### config.mk
export PLATFORM = sky130hd
export DESIGN_NAME = data_cache_dm
export DESIGN_NICKNAME = d
export VERILOG_FILES = /design/src/rtl/data_cache_dm.sv
export SDC_FILE = /design/constraint.sdc
export NUM_CORES = 1
export LEC_CHECK = 0
export ABC_CLOCK_PERIOD_IN_PS = 6000
export CORE_UTILIZATION = 45
export DETAILED_ROUTE_END_ITERATION = 10
export DONT_BUFFER_PORTS = 1
export PLACE_DENSITY = 0.7
export SETUP_SLACK_MARGIN = 0.3
export SYNTH_ARGS = -nofsm -noshare
export SYNTH_HDL_FRONTEND = slang
export SYNTH_SLANG_ARGS = --single-unit
export TNS_END_PERCENT = 50
### constraint.sdc
create_clock -name clk -period 6 [get_ports clk]
set_input_delay 1.2 -clock clk [delete_from_list [all_inputs] [get_ports clk]]
set_output_delay 1.2 -clock clk [all_outputs]
set_load 0.01 [all_outputs]
### src/rtl/data_cache_dm.sv
// data_cache_dm: direct-mapped, write-through, no-write-allocate data cache with read statistics.
module data_cache_dm #(
  parameter int DATA_WIDTH  = 32,
  parameter int ADDR_WIDTH  = 32,
  parameter int NUM_LINES   = 16,
  parameter int MEM_LATENCY = 4
) (
  input  logic                  clk,
  input  logic                  reset,
  input  logic                  cpu_rd_en,
  input  logic                  cpu_wr_en,
  input  logic [ADDR_WIDTH-1:0] cpu_addr,
  input  logic [DATA_WIDTH-1:0] cpu_wr_data,
  output logic [DATA_WIDTH-1:0] cpu_rd_data,
  output logic                  stall,
  output logic                  mem_rd_en,
  output logic                  mem_wr_en,
  output logic [ADDR_WIDTH-1:0] mem_addr,
  output logic [DATA_WIDTH-1:0] mem_wr_data,
  input  logic [DATA_WIDTH-1:0] mem_rd_data,
  output logic [15:0]           rd_hit_count,
  output logic [15:0]           rd_miss_count
);
  localparam int IW = $clog2(NUM_LINES);
  localparam int TW = ADDR_WIDTH - IW;
  localparam int CW = $clog2(MEM_LATENCY + 1);
  localparam logic [1:0] IDLE = 2'd0, RD_MISS = 2'd1, WR_THRU = 2'd2;
  logic [1:0]            state_q, state_d;
  logic [CW-1:0]         cnt_q, cnt_d;
  logic [ADDR_WIDTH-1:0] addr_q, addr_d;
  logic [DATA_WIDTH-1:0] wdata_q, wdata_d;
  logic [NUM_LINES-1:0]  valid_q, valid_d;
  logic [DATA_WIDTH-1:0] data_q [NUM_LINES];
  logic [DATA_WIDTH-1:0] data_d [NUM_LINES];
  logic [TW-1:0]         tag_q [NUM_LINES];
  logic [TW-1:0]         tag_d [NUM_LINES];
  logic [15:0]           hit_q, hit_d, miss_q, miss_d;
  logic [IW-1:0]         cpu_idx, lat_idx;
  logic [TW-1:0]         cpu_tag, lat_tag;
  logic                  cpu_hit, lat_hit, done;
  assign cpu_idx       = cpu_addr[IW-1:0];
  assign cpu_tag       = cpu_addr[ADDR_WIDTH-1:IW];
  assign lat_idx       = addr_q[IW-1:0];
  assign lat_tag       = addr_q[ADDR_WIDTH-1:IW];
  assign cpu_hit       = valid_q[cpu_idx] && tag_q[cpu_idx] == cpu_tag;
  assign lat_hit       = valid_q[lat_idx] && tag_q[lat_idx] == lat_tag;
  assign done          = cnt_q == '0;
  assign mem_addr      = addr_q;
  assign mem_wr_data   = wdata_q;
  assign rd_hit_count  = hit_q;
  assign rd_miss_count = miss_q;
  always_comb begin
    state_d     = state_q;
    cnt_d       = cnt_q;
    addr_d      = addr_q;
    wdata_d     = wdata_q;
    valid_d     = valid_q;
    data_d      = data_q;
    tag_d       = tag_q;
    hit_d       = hit_q;
    miss_d      = miss_q;
    stall       = 1'b0;
    cpu_rd_data = '0;
    mem_rd_en   = 1'b0;
    mem_wr_en   = 1'b0;
    if (state_q == IDLE) begin
      if (cpu_wr_en) begin
        stall   = 1'b1;
        addr_d  = cpu_addr;
        wdata_d = cpu_wr_data;
        cnt_d   = CW'(MEM_LATENCY - 1);
        state_d = WR_THRU;
      end else if (cpu_rd_en && cpu_hit) begin
        cpu_rd_data = data_q[cpu_idx];
        hit_d       = hit_q + {15'd0, hit_q != 16'hFFFF};
      end else if (cpu_rd_en) begin
        stall   = 1'b1;
        addr_d  = cpu_addr;
        cnt_d   = CW'(MEM_LATENCY - 1);
        miss_d  = miss_q + {15'd0, miss_q != 16'hFFFF};
        state_d = RD_MISS;
      end
    end else if (state_q == RD_MISS) begin
      mem_rd_en = 1'b1;
      stall     = !done;
      cnt_d     = done ? cnt_q : cnt_q - 1'b1;
      if (done) begin
        cpu_rd_data      = mem_rd_data;
        data_d[lat_idx]  = mem_rd_data;
        tag_d[lat_idx]   = lat_tag;
        valid_d[lat_idx] = 1'b1;
        state_d          = IDLE;
      end
    end else if (state_q == WR_THRU) begin
      mem_wr_en = done;
      stall     = !done;
      cnt_d     = done ? cnt_q : cnt_q - 1'b1;
      if (done) begin
        if (lat_hit) data_d[lat_idx] = wdata_q;
        state_d = IDLE;
      end
    end else begin
      state_d = IDLE;
    end
    if (!reset) begin
      stall       = 1'b0;
      cpu_rd_data = '0;
      mem_rd_en   = 1'b0;
      mem_wr_en   = 1'b0;
    end
  end
  always_ff @(posedge clk or negedge reset) begin
    if (!reset) begin
      state_q <= IDLE;
      cnt_q   <= '0;
      addr_q  <= '0;
      wdata_q <= '0;
      valid_q <= '0;
      hit_q   <= '0;
      miss_q  <= '0;
    end else begin
      state_q <= state_d;
      cnt_q   <= cnt_d;
      addr_q  <= addr_d;
      wdata_q <= wdata_d;
      valid_q <= valid_d;
      hit_q   <= hit_d;
      miss_q  <= miss_d;
    end
  end
  // Line payloads carry no reset; the valid bits alone make them meaningful.
  always_ff @(posedge clk) begin
    data_q <= data_d;
    tag_q  <= tag_d;
  end
endmodule

Yosys cells after proc, flatten, opt, wreduce, memory -nomap -nowiden
Cells that the tools add are included.
{ "word_totals": {"reg_bits": 1077, "latchBits": 0, "mem_bits_rw": 0, "romBits": 0, "in_bits": 100, "output_inout_bits": 131, "word_cells": 149, "mem_count": 0} }
{ "op_classes": {"n_addsub": 3, "n_mul": 0, "n_div": 0, "magnitude_cmp": 6, "n_eq_ne": 11, "shift": 0, "mux": 64, "n_bitwise": 6, "n_reduce_logical": 20} }
{ "ops": {"columns": ["operator", "n"], "rows": [
  ["$mux W512", 5],
  ["$bwmux W512", 2],
  ["$bwmux W448", 1],
  ["$mux W32", 12],
  ["$bmux W28 S4", 2],
  ["$mux W28", 5],
  ["$bmux W32 S4", 1],
  ["$demux W32 S4", 1],
  ["$demux W28 S4", 1],
  ["$eq A28 B28 Y1", 2],
  ["$add A16 B1 Y16", 2],
  ["$ne A16 B16 Y1 const B", 2],
  ["$mux W3", 7],
  ["$mux W1", 17],
  ["$or A16 B16 Y16", 1],
  ["$mux W2", 7],
  ["$reduce_and A3 Y1", 4],
  ["$ge A5 B5 Y1 const B", 2],
  ["$lt A4 B5 Y1 const B", 2],
  ["$not A4 Y5", 2],
  ["$bmux W1 S4", 2],
  ["$ne A2 B2 Y1 const B", 3],
  ["$ne A3 B3 Y1 const B", 2],
  ["$reduce_bool A2 Y1", 3],
  ["other kinds (15)", 22]
]} }

Longest topological paths before layout
Gate-level depths: netlist of run 1.
{ "depth": {"word_depth": 11, "mapped_depth": 16, "mapped_depth_nobuf": 13} }

Least setup slack after synthesis of run 1
OpenSTA, ideal clock, no wires.
{ "synth_path": {"path_type": "input to output", "start": "input port cpu_addr[2]", "end": "output port stall", "arrival_ps": 4372, "t_required_ps": 4800, "setup_slack_ps": 428, "path_stages": 14, "path_buffers": 5, "cell_sequence": "buf_2 buf_2 buf_2 buf_2 buf_2 mux4_2 mux2i_1 xor2_1 nand4_1 o2bb2ai_1 nand4b_1 nor4_2 nor2_1 o31a_1"} }
{ "synth_via": {"elab_chain_cells": 11, "elab_cells_between_ends": 13, "classes_between": "eq/ne: 1; mux: 9; bitwise: 1; reduce/logical: 2"} }
{ "synth_lines": {"columns": ["element", "line_no", "rtl"], "rows": [
  ["from (decl)", "12", "input logic [ADDR_WIDTH-1:0] cpu_addr,"],
  ["$not A4 Y5 (not written as such)", "45", "assign cpu_hit = valid_q[cpu_idx] && tag_q[cpu_idx] == cpu_tag;"],
  ["$bmux W28 S4", "45", null],
  ["$mux W28 (not written as such) (2 in a row)", "45", null],
  ["$eq A28 B28 Y1", "45", null],
  ["$logic_and A1 B1 Y1 (*)", "45", null],
  ["$logic_and A1 B1 Y1 (*)", "73", "end else if (cpu_rd_en && cpu_hit) begin"],
  ["$mux W1 (*)", "73", null],
  ["$mux W1 (*)", "67", "if (cpu_wr_en) begin"],
  ["$mux W1 (*)", "66", "if (state_q == IDLE) begin"],
  ["$mux W1 (*)", "105", "if (!reset) begin"],
  ["to (decl)", "15", "output logic stall,"]
]} }
Every way passes the cells marked *; elsewhere a longest branch is shown, timed or not. The select of a mux whose other input is x is not followed.

Final worst setup path of run 1
{ "layout_path": {"start": "input port cpu_addr[0]", "end": "output port cpu_rd_data[24]"} }
{ "layout_via": {"elab_chain_cells": 11, "elab_cells_between_ends": 16, "classes_between": "eq/ne: 1; mux: 12; bitwise: 1; reduce/logical: 2"} }
{ "layout_lines": {"columns": ["element", "line_no", "rtl"], "rows": [
  ["$not A4 Y5 (not written as such)", "45, 74", null],
  ["$bmux W28 S4", "45", null],
  ["$mux W28 (not written as such) (2 in a row)", "45", null],
  ["$eq A28 B28 Y1", "45", null],
  ["$logic_and A1 B1 Y1", "45", null],
  ["$logic_and A1 B1 Y1", "73", null],
  ["$mux W32 (*)", "73", null],
  ["$mux W32 (*)", "67", null],
  ["$mux W32 (*)", "66", null],
  ["$mux W32 (*)", "105", null],
  ["to (decl)", "14", "output logic [DATA_WIDTH-1:0] cpu_rd_data,"]
]} }
Marked as above.

==> flow_summary.ini, run 1 <==
[detailed_routing]
wirelength_um = 135000
routedWlPerCell_um = 30.4
avgViaCountPerCell = 6.36
ant_nets = 0
drtPass1Iterations = 6
route.detailed.drc = 0
num_vias = 28300
drt_iter0_markers = 3442

[setup_path]
cp_slowest_cell = mux4_2
critical_path.startpoint_type = primary input
criticalPathCategory = in -> out
cp_data_arrival_time_ns = 4.59
r2r_end = data_q[43]$_DFFE_PP_
crit_required_ns = 4.80
reg2reg_slack_ns = 0.93
crit_fanout = 225
worstReg2RegStart = mem_addr[1]$_DFFE_PN0P_
cp-startpoint = cpu_addr[0]
crit_chain = mux4_2 > mux4_2 > xnor2_1 > o2111ai_1 > nand2b_1 > nor3_4 > nand3_4 > buf_12 > clkbuf_16 > o21ai_1 > buf_4
critPathMaxStageDelay_ns = 0.72
cp-endpoint = cpu_rd_data[24]
path_common_cell = mux4_2
critPathCaptureType = primary output
r2r.worst_path.cells = 12

[power]
seqPwrFrac_pct = 47.0
clock_power_share_pct = 30.7
internal_power_mw = 14.8
p_per_area_nw_per_um2 = 389
p_sw_mw = 6.60
pwr-share-comb_pct = 22.3
swShare_pct = 30.9
leakagePower_nw = 18.7
peakVddDrop_uv = 384

[synthesis]
synth.distinct_cells = 63
avgSynthCellArea_um2 = 16.8
synth-seq-area-share_pct = 65.4
synth_edf_count = 960
synth_top_flop_cell = edfxtp_1
synth_top_area_share_pct = 59.4
ys_async_sr_fraction_pct = 10.9
yosys-top-cells-area = edfxtp_1 (59%), mux4_2 (19%), dfrtp_1 (6.0%)
synth_seq_cells = 1077
syn_inst = 2884
syn_area_um2 = 48500
yosysMostFrequentCell = edfxtp_1
synth_top_cell_by_area = edfxtp_1
synth.net_count = 2990
yosys-top-cells-count = edfxtp_1 (960), nor2_1 (569), mux4_2 (412), clkbuf_1 (155), dfrtp_1 (117)
yosysWarnings = 0

[sta]
hold_viol_final = 0
fin_crit_sh_pct = 96.4
rsz0062_at_grt = true
finalSetupTns_ns = 0
worst_pin_slew_ns = 1.27
fin_worst_skew_ns = 0.0335
fin_crit_ns = 5.79
finalSetupViolCount = 0
slew_headroom_pct = 13.0
final_max_slew_viol_count = 0
fmax_mhz = 173

[die]
core_region_area_um2 = 107000
num_rows = 120
die_x_um = 330
start_util_pct = 45.3
die-area_um2 = 109000
die_h_um = 330
ios = 231

[global_routing]
grt_max_degree = 244
grt_use_met3_pct = 5.21
antenna_found_initial = 3
grtUsageMet1_pct = 31.8
grt_pass1_wl_um = 194000
use_met2_pct = 40.8
overflow = 0
grt_pass1_vias = 28800
globalRoute.busiestLayer = met2
track_usage_pct = 24.5

[place]
io_buffers = 0
dpl.hpwl_um = 78300
place_inst = 4236
gp_congestion = 0.833

[clocking]
clock_latency_ns = 0.71
cts_buffer_depth = 3
cts_tree = built
clk_pin_slew_worst_paths_ns = 0.06
htree_levels = 3
cts-buffers-inserted = 109
clock_sinks = 1077
ctsRootBufferMaster = clkbuf_16

[layout]
num-nets-final = 3056
finalNonFillerCells = 4447
syn_to_final_growth_pct = 13.1
drive_gt1_share_pct = 29.8
num-fill-cells = 8432

[run_status]
status = finished clean

[run]
drv_cap = 0

[min_path]
hold_path_class = in -> async
[per-layer routing]
layer / routed length (um) / vias to the layer above
li1: - / 11400
met1: 49800 / 15000
met2: 67100 / 1637
met3: 13300 / 319
met4: 5130 / 0
met5: 0 / -
[layout make-up]
type	count	area, um^2	share of cell area [%]
Clock buffer	149	2950	5.37
Multi-Input combinational cell	1541	16100	29.4
Inverter	50	189	0.344
Clock inverter	55	453	0.825
Antenna cell	1	2.50	0.00456
Timing Repair Buffer	171	1630	2.96
Tap cell	1403	1760	3.20
Sequential cell	1077	31800	57.9
[cells in the final DEF, fill, tap and decap left out, types with 6 or more instances in the layout]
cell type | netlist | routed
a22o_1 | 6 | 6
a22oi_1 | 7 | 7
and3_1 | 10 | 10
buf_12 | 0 | 22
buf_4 | 2 | 143
clkbuf_1 | 155 | 33
clkbuf_16 | 0 | 111
clkbuf_8 | 0 | 7
clkinv_1 | 0 | 25
clkinv_2 | 0 | 16
dfrtp_1 | 117 | 113
edfxtp_1 | 960 | 960
ha_1 | 6 | 6
inv_1 | 48 | 48
mux2_2 | 75 | 75
mux2i_1 | 76 | 75
mux4_2 | 412 | 412
nand2_1 | 73 | 68
nand2b_1 | 11 | 10
nand3_1 | 18 | 11
nand3_2 | 0 | 6
nand4_1 | 16 | 16
nor2_1 | 569 | 537
nor2_4 | 0 | 32
nor2b_1 | 14 | 14
nor3_1 | 15 | 13
nor4_1 | 13 | 13
o21ai_1 | 1 | 13
o21ai_2 | 0 | 19
o22ai_1 | 11 | 11
or2_2 | 18 | 18
xnor2_1 | 41 | 41
xor2_1 | 44 | 44
[worst min-delay path by stage]
stage,to,cells after the start
floorplan,valid_q[13]$_DFFE_PN0P_,1
global placement,valid_q[13]$_DFFE_PN0P_,1
detailed placement,valid_q[15]$_DFFE_PN0P_,1
CTS,mem_addr[12]$_DFFE_PN0P_,0
global route,mem_addr[16]$_DFFE_PN0P_,0
finish,mem_addr[11]$_DFFE_PN0P_,0
[repair_timing]
action | CTS | global route
hold buffers | 0 | 0
setup endpoints to repair | 8 | 32
pin swaps | 1 | 15
gates cloned | 0 | 3
gates resized for setup | 1 | 61
setup buffers | 1 | 1
[stage by stage]
step	setup WS, ns	instance area (um^2)	hold slack, ns	total power, mW	util [%]
finish	0.215	54900	0.206	21.4	51.3
global route	0.154	54900	0.175	22.1	51.3
CTS	0.304	54700	0.162	21.4	51.1
detailed placement	0.267	51300	0.473	14.9	47.9
global placement	0.267	51300	0.463	14.7	47.9
floorplan	0.428	48500	0.452	13.2	-
[critical path: cells and delay by family]
family                 cells  cell delay (ns)
AO/OA/AOI/OAI              2             0.37
buffers and inverters      3             0.56
AND/OR/NAND/NOR            3             0.58
multiplexers               2             1.20
XOR/XNOR                   1             0.31
[power groups by stage]
stage                     clock (mW)  combinational (mW)  sequential [mW]
after CTS                       6.62                4.74             10.0
final                           6.55                4.77             10.0
after floorplan                    0                3.45             9.70
after global routing            6.89                5.06             10.1
after detailed placement           0                4.72             10.2
after global placement             0                4.57             10.1
[registers in the layout, summed over array words and instances (netlist names)]
signal         flops
data_q           512
tag_q            448
mem_addr          32
mem_wr_data       32
rd_hit_count      16
rd_miss_count     16
valid_q           16
cnt_q              3
state_q            2
[logic make-up (layout without fill, tap and decap cells)]
family          Yosys count  in the layout  synth area share (%)
flops                  1077           1077                  65.4
mux                     563            563                  22.4
buf+inv                 266            425                  2.23
other cells               0              1                     0
xor+xnor                 85             85                  1.53
compound gates          105            105                  1.44
simple gates            781            781                  6.77
fa+ha+maj                 7              7                 0.175
No activity file was read; power rests on OpenSTA's default activity.
==> inputs of run 2 (changes only) <==
GPL_TIMING_DRIVEN = 0   (was not set)
==> flow_summary.ini, run 2 (synthesis gave the netlist of run 1 again) <==
[detailed_routing]
avgViaCountPerCell = 6.39
route.detailed.drc = 0
routedWlPerCell_um = 32.2
wirelength_um = 147000
ant_nets = 0
drt_iter0_markers = 3961
num_vias = 29100
drtPass1Iterations = 5

[power]
leakagePower_nw = 19.0
seqPwrFrac_pct = 45.1
swShare_pct = 32.3
clock_power_share_pct = 30.7
internal_power_mw = 14.9
p_sw_mw = 7.11
p_per_area_nw_per_um2 = 393
pwr-share-comb_pct = 24.3
peakVddDrop_uv = 401

[sta]
fmax_mhz = 172
finalSetupViolCount = 0
slew_headroom_pct = 10.4
final_max_slew_viol_count = 0
hold_viol_final = 0
rsz0062_at_grt = true
fin_crit_sh_pct = 96.9
whs_ns = 0.192
fin_crit_ns = 5.82
fin_worst_skew_ns = 0.0396
worst_pin_slew_ns = 1.34

[place]
place_area_um2 = 51300
io_buffers = 0
gp_congestion = 0.900
dpl.hpwl_um = 97000

[setup_path]
critPathCaptureType = primary output
crit_fanout = 8
critical_path.startpoint_type = primary input
crit_required_ns = 4.80
criticalPathCategory = in -> out
cp_data_arrival_time_ns = 4.62

[global_routing]
grt_pass1_vias = 29000
grt_max_degree = 123
grt_pass1_wl_um = 208000
track_usage_pct = 27.0
antenna_found_initial = 2
overflow = 0

[clocking]
clock_latency_ns = 0.71
cts-buffers-inserted = 108
cts_tree = built
ctsRootBufferMaster = clkbuf_16
htree_levels = 3
cts_buffer_depth = 3
clk_pin_slew_worst_paths_ns = 0.06
clock_sinks = 1077

[layout]
reg_top3 = data_q (512), tag_q (448)
design_area_um2 = 56000
top_register = data_q
mostFrequentLayoutCell = edfxtp_1
final_cell_mix = edfxtp_1 (960), nor2_1 (536), mux4_2 (412)
syn_to_final_growth_pct = 15.5
num-nets-final = 3163
largest_register_ffs = 512
drive_gt1_share_pct = 29.3

[run]
drv_cap = 0

[die]
die-area_um2 = 109000
core_region_area_um2 = 107000
die_h_um = 330
die_x_um = 330
num_rows = 120
start_util_pct = 45.3
ios = 231

[run_status]
status = finished clean

[min_path]
hold_path_class = in -> async
## run 2: cell count changes in the layout (fill, tap and decap cells not counted), sizes merged
cell | previous run | this run
clkbuf | 151 | 302
buf | 169 | 120
bufinv | 5 | 8
clkinvlp | 2 | 4
clkdlybuf4s15 | 0 | 1
clkdlybuf4s18 | 0 | 1
clkinv | 45 | 44
diode | 1 | 2
## run 2: cell type report
| class | instances | area [um^2] |
|---|---|---|
| Antenna cell | 2 | 5.00 |
| Buffer | 216 | 1320 |
| Clock buffer | 145 | 2970 |
| Clock inverter | 59 | 527 |
| Fill cell | 8325 | 51000 |
| Inverter | 50 | 188 |
| Multi-Input combinational cell | 1541 | 16400 |
| Sequential cell | 1077 | 31800 |
| Tap cell | 1403 | 1760 |
| Timing Repair Buffer | 63 | 1060 |
## run 2: per-stage QoR
step / worst slack (ns) / std cells / TNS [ns] / util [%] / power (mW)
2_1_floorplan: 0.428 / 2884 / 0 / - / 13.2
3_3_place_gp: -3.34 / 4287 / -2270.61 / 47.0 / 15.1
3_5_place_dp: -2.61 / 4322 / -814.64 / 48.0 / 15.2
4_1_cts: 0.269 / 4553 / 0 / 52.2 / 21.9
5_1_grt: 0.120 / 4554 / 0 / 52.3 / 22.6
6_report: 0.184 / 4556 / 0 / 52.3 / 22.0
## run 2: per-layer routing
metal	global-route usage, %	routed length [um]
met1	35.6	53200
met2	41.7	68100
met3	8.11	18800
met4	11.9	6670
met5	0	0
## run 2: timing repair
| action | 4_1_cts | 5_1_grt |
|---|---|---|
| gates resized for setup | 279 | 34 |
| gates cloned | 1 | 0 |
| setup endpoints to repair | 588 | 337 |
| setup buffers | 26 | 1 |
| endpoints found under the hold margin | 0 | 0 |
| pin swaps | 23 | 11 |
| hold buffers | 0 | 0 |
## run 2: path summary, 6_finish.rpt
| kind | slack [ns] | depth (start not counted) | to | start |
|---|---|---|---|---|
| max | 0.18 | 12 | cpu_rd_data[22] | cpu_addr[0] |
| min | 0.19 | 0 | mem_addr[26]$_DFFE_PN0P_ | reset |
| max reg2reg | 0.32 | 12 | data_q[53]$_DFFE_PP_ | mem_addr[1]$_DFFE_PN0P_ |
| min reg2reg | 0.49 | 1 | valid_q[9]$_DFFE_PN0P_ | valid_q[9]$_DFFE_PN0P_ |
| max in group asynchronous | 5.38 | 0 | mem_wr_data[31]$_DFFE_PN0P_ | reset |
| min in group clk | 0.49 | 1 | valid_q[9]$_DFFE_PN0P_ | valid_q[9]$_DFFE_PN0P_ |
## run 2: worst max-delay path, cell delays in order
cell       delay (ns)
buf_16           0.12
mux4_2           0.58
and3_4           0.22
or4_4            0.52
a2111o_1         0.38
or4_4            0.61
nor3_4           0.18
nand3_4          0.10
buf_12           0.22
clkbuf_16        0.17
buf_4            0.14
o21ai_4          0.15
## run 2: power by group through the flow
stage | logic, mW | clock network [mW] | registers, mW
6_report | 5.34 | 6.75 | 9.91
5_1_grt | 5.61 | 7.03 | 10.0
4_1_cts | 5.27 | 6.77 | 9.90
3_5_place_dp | 5.14 | 0 | 10.1
3_3_place_gp | 5.03 | 0 | 10.0
2_1_floorplan | 3.45 | 0 | 9.70
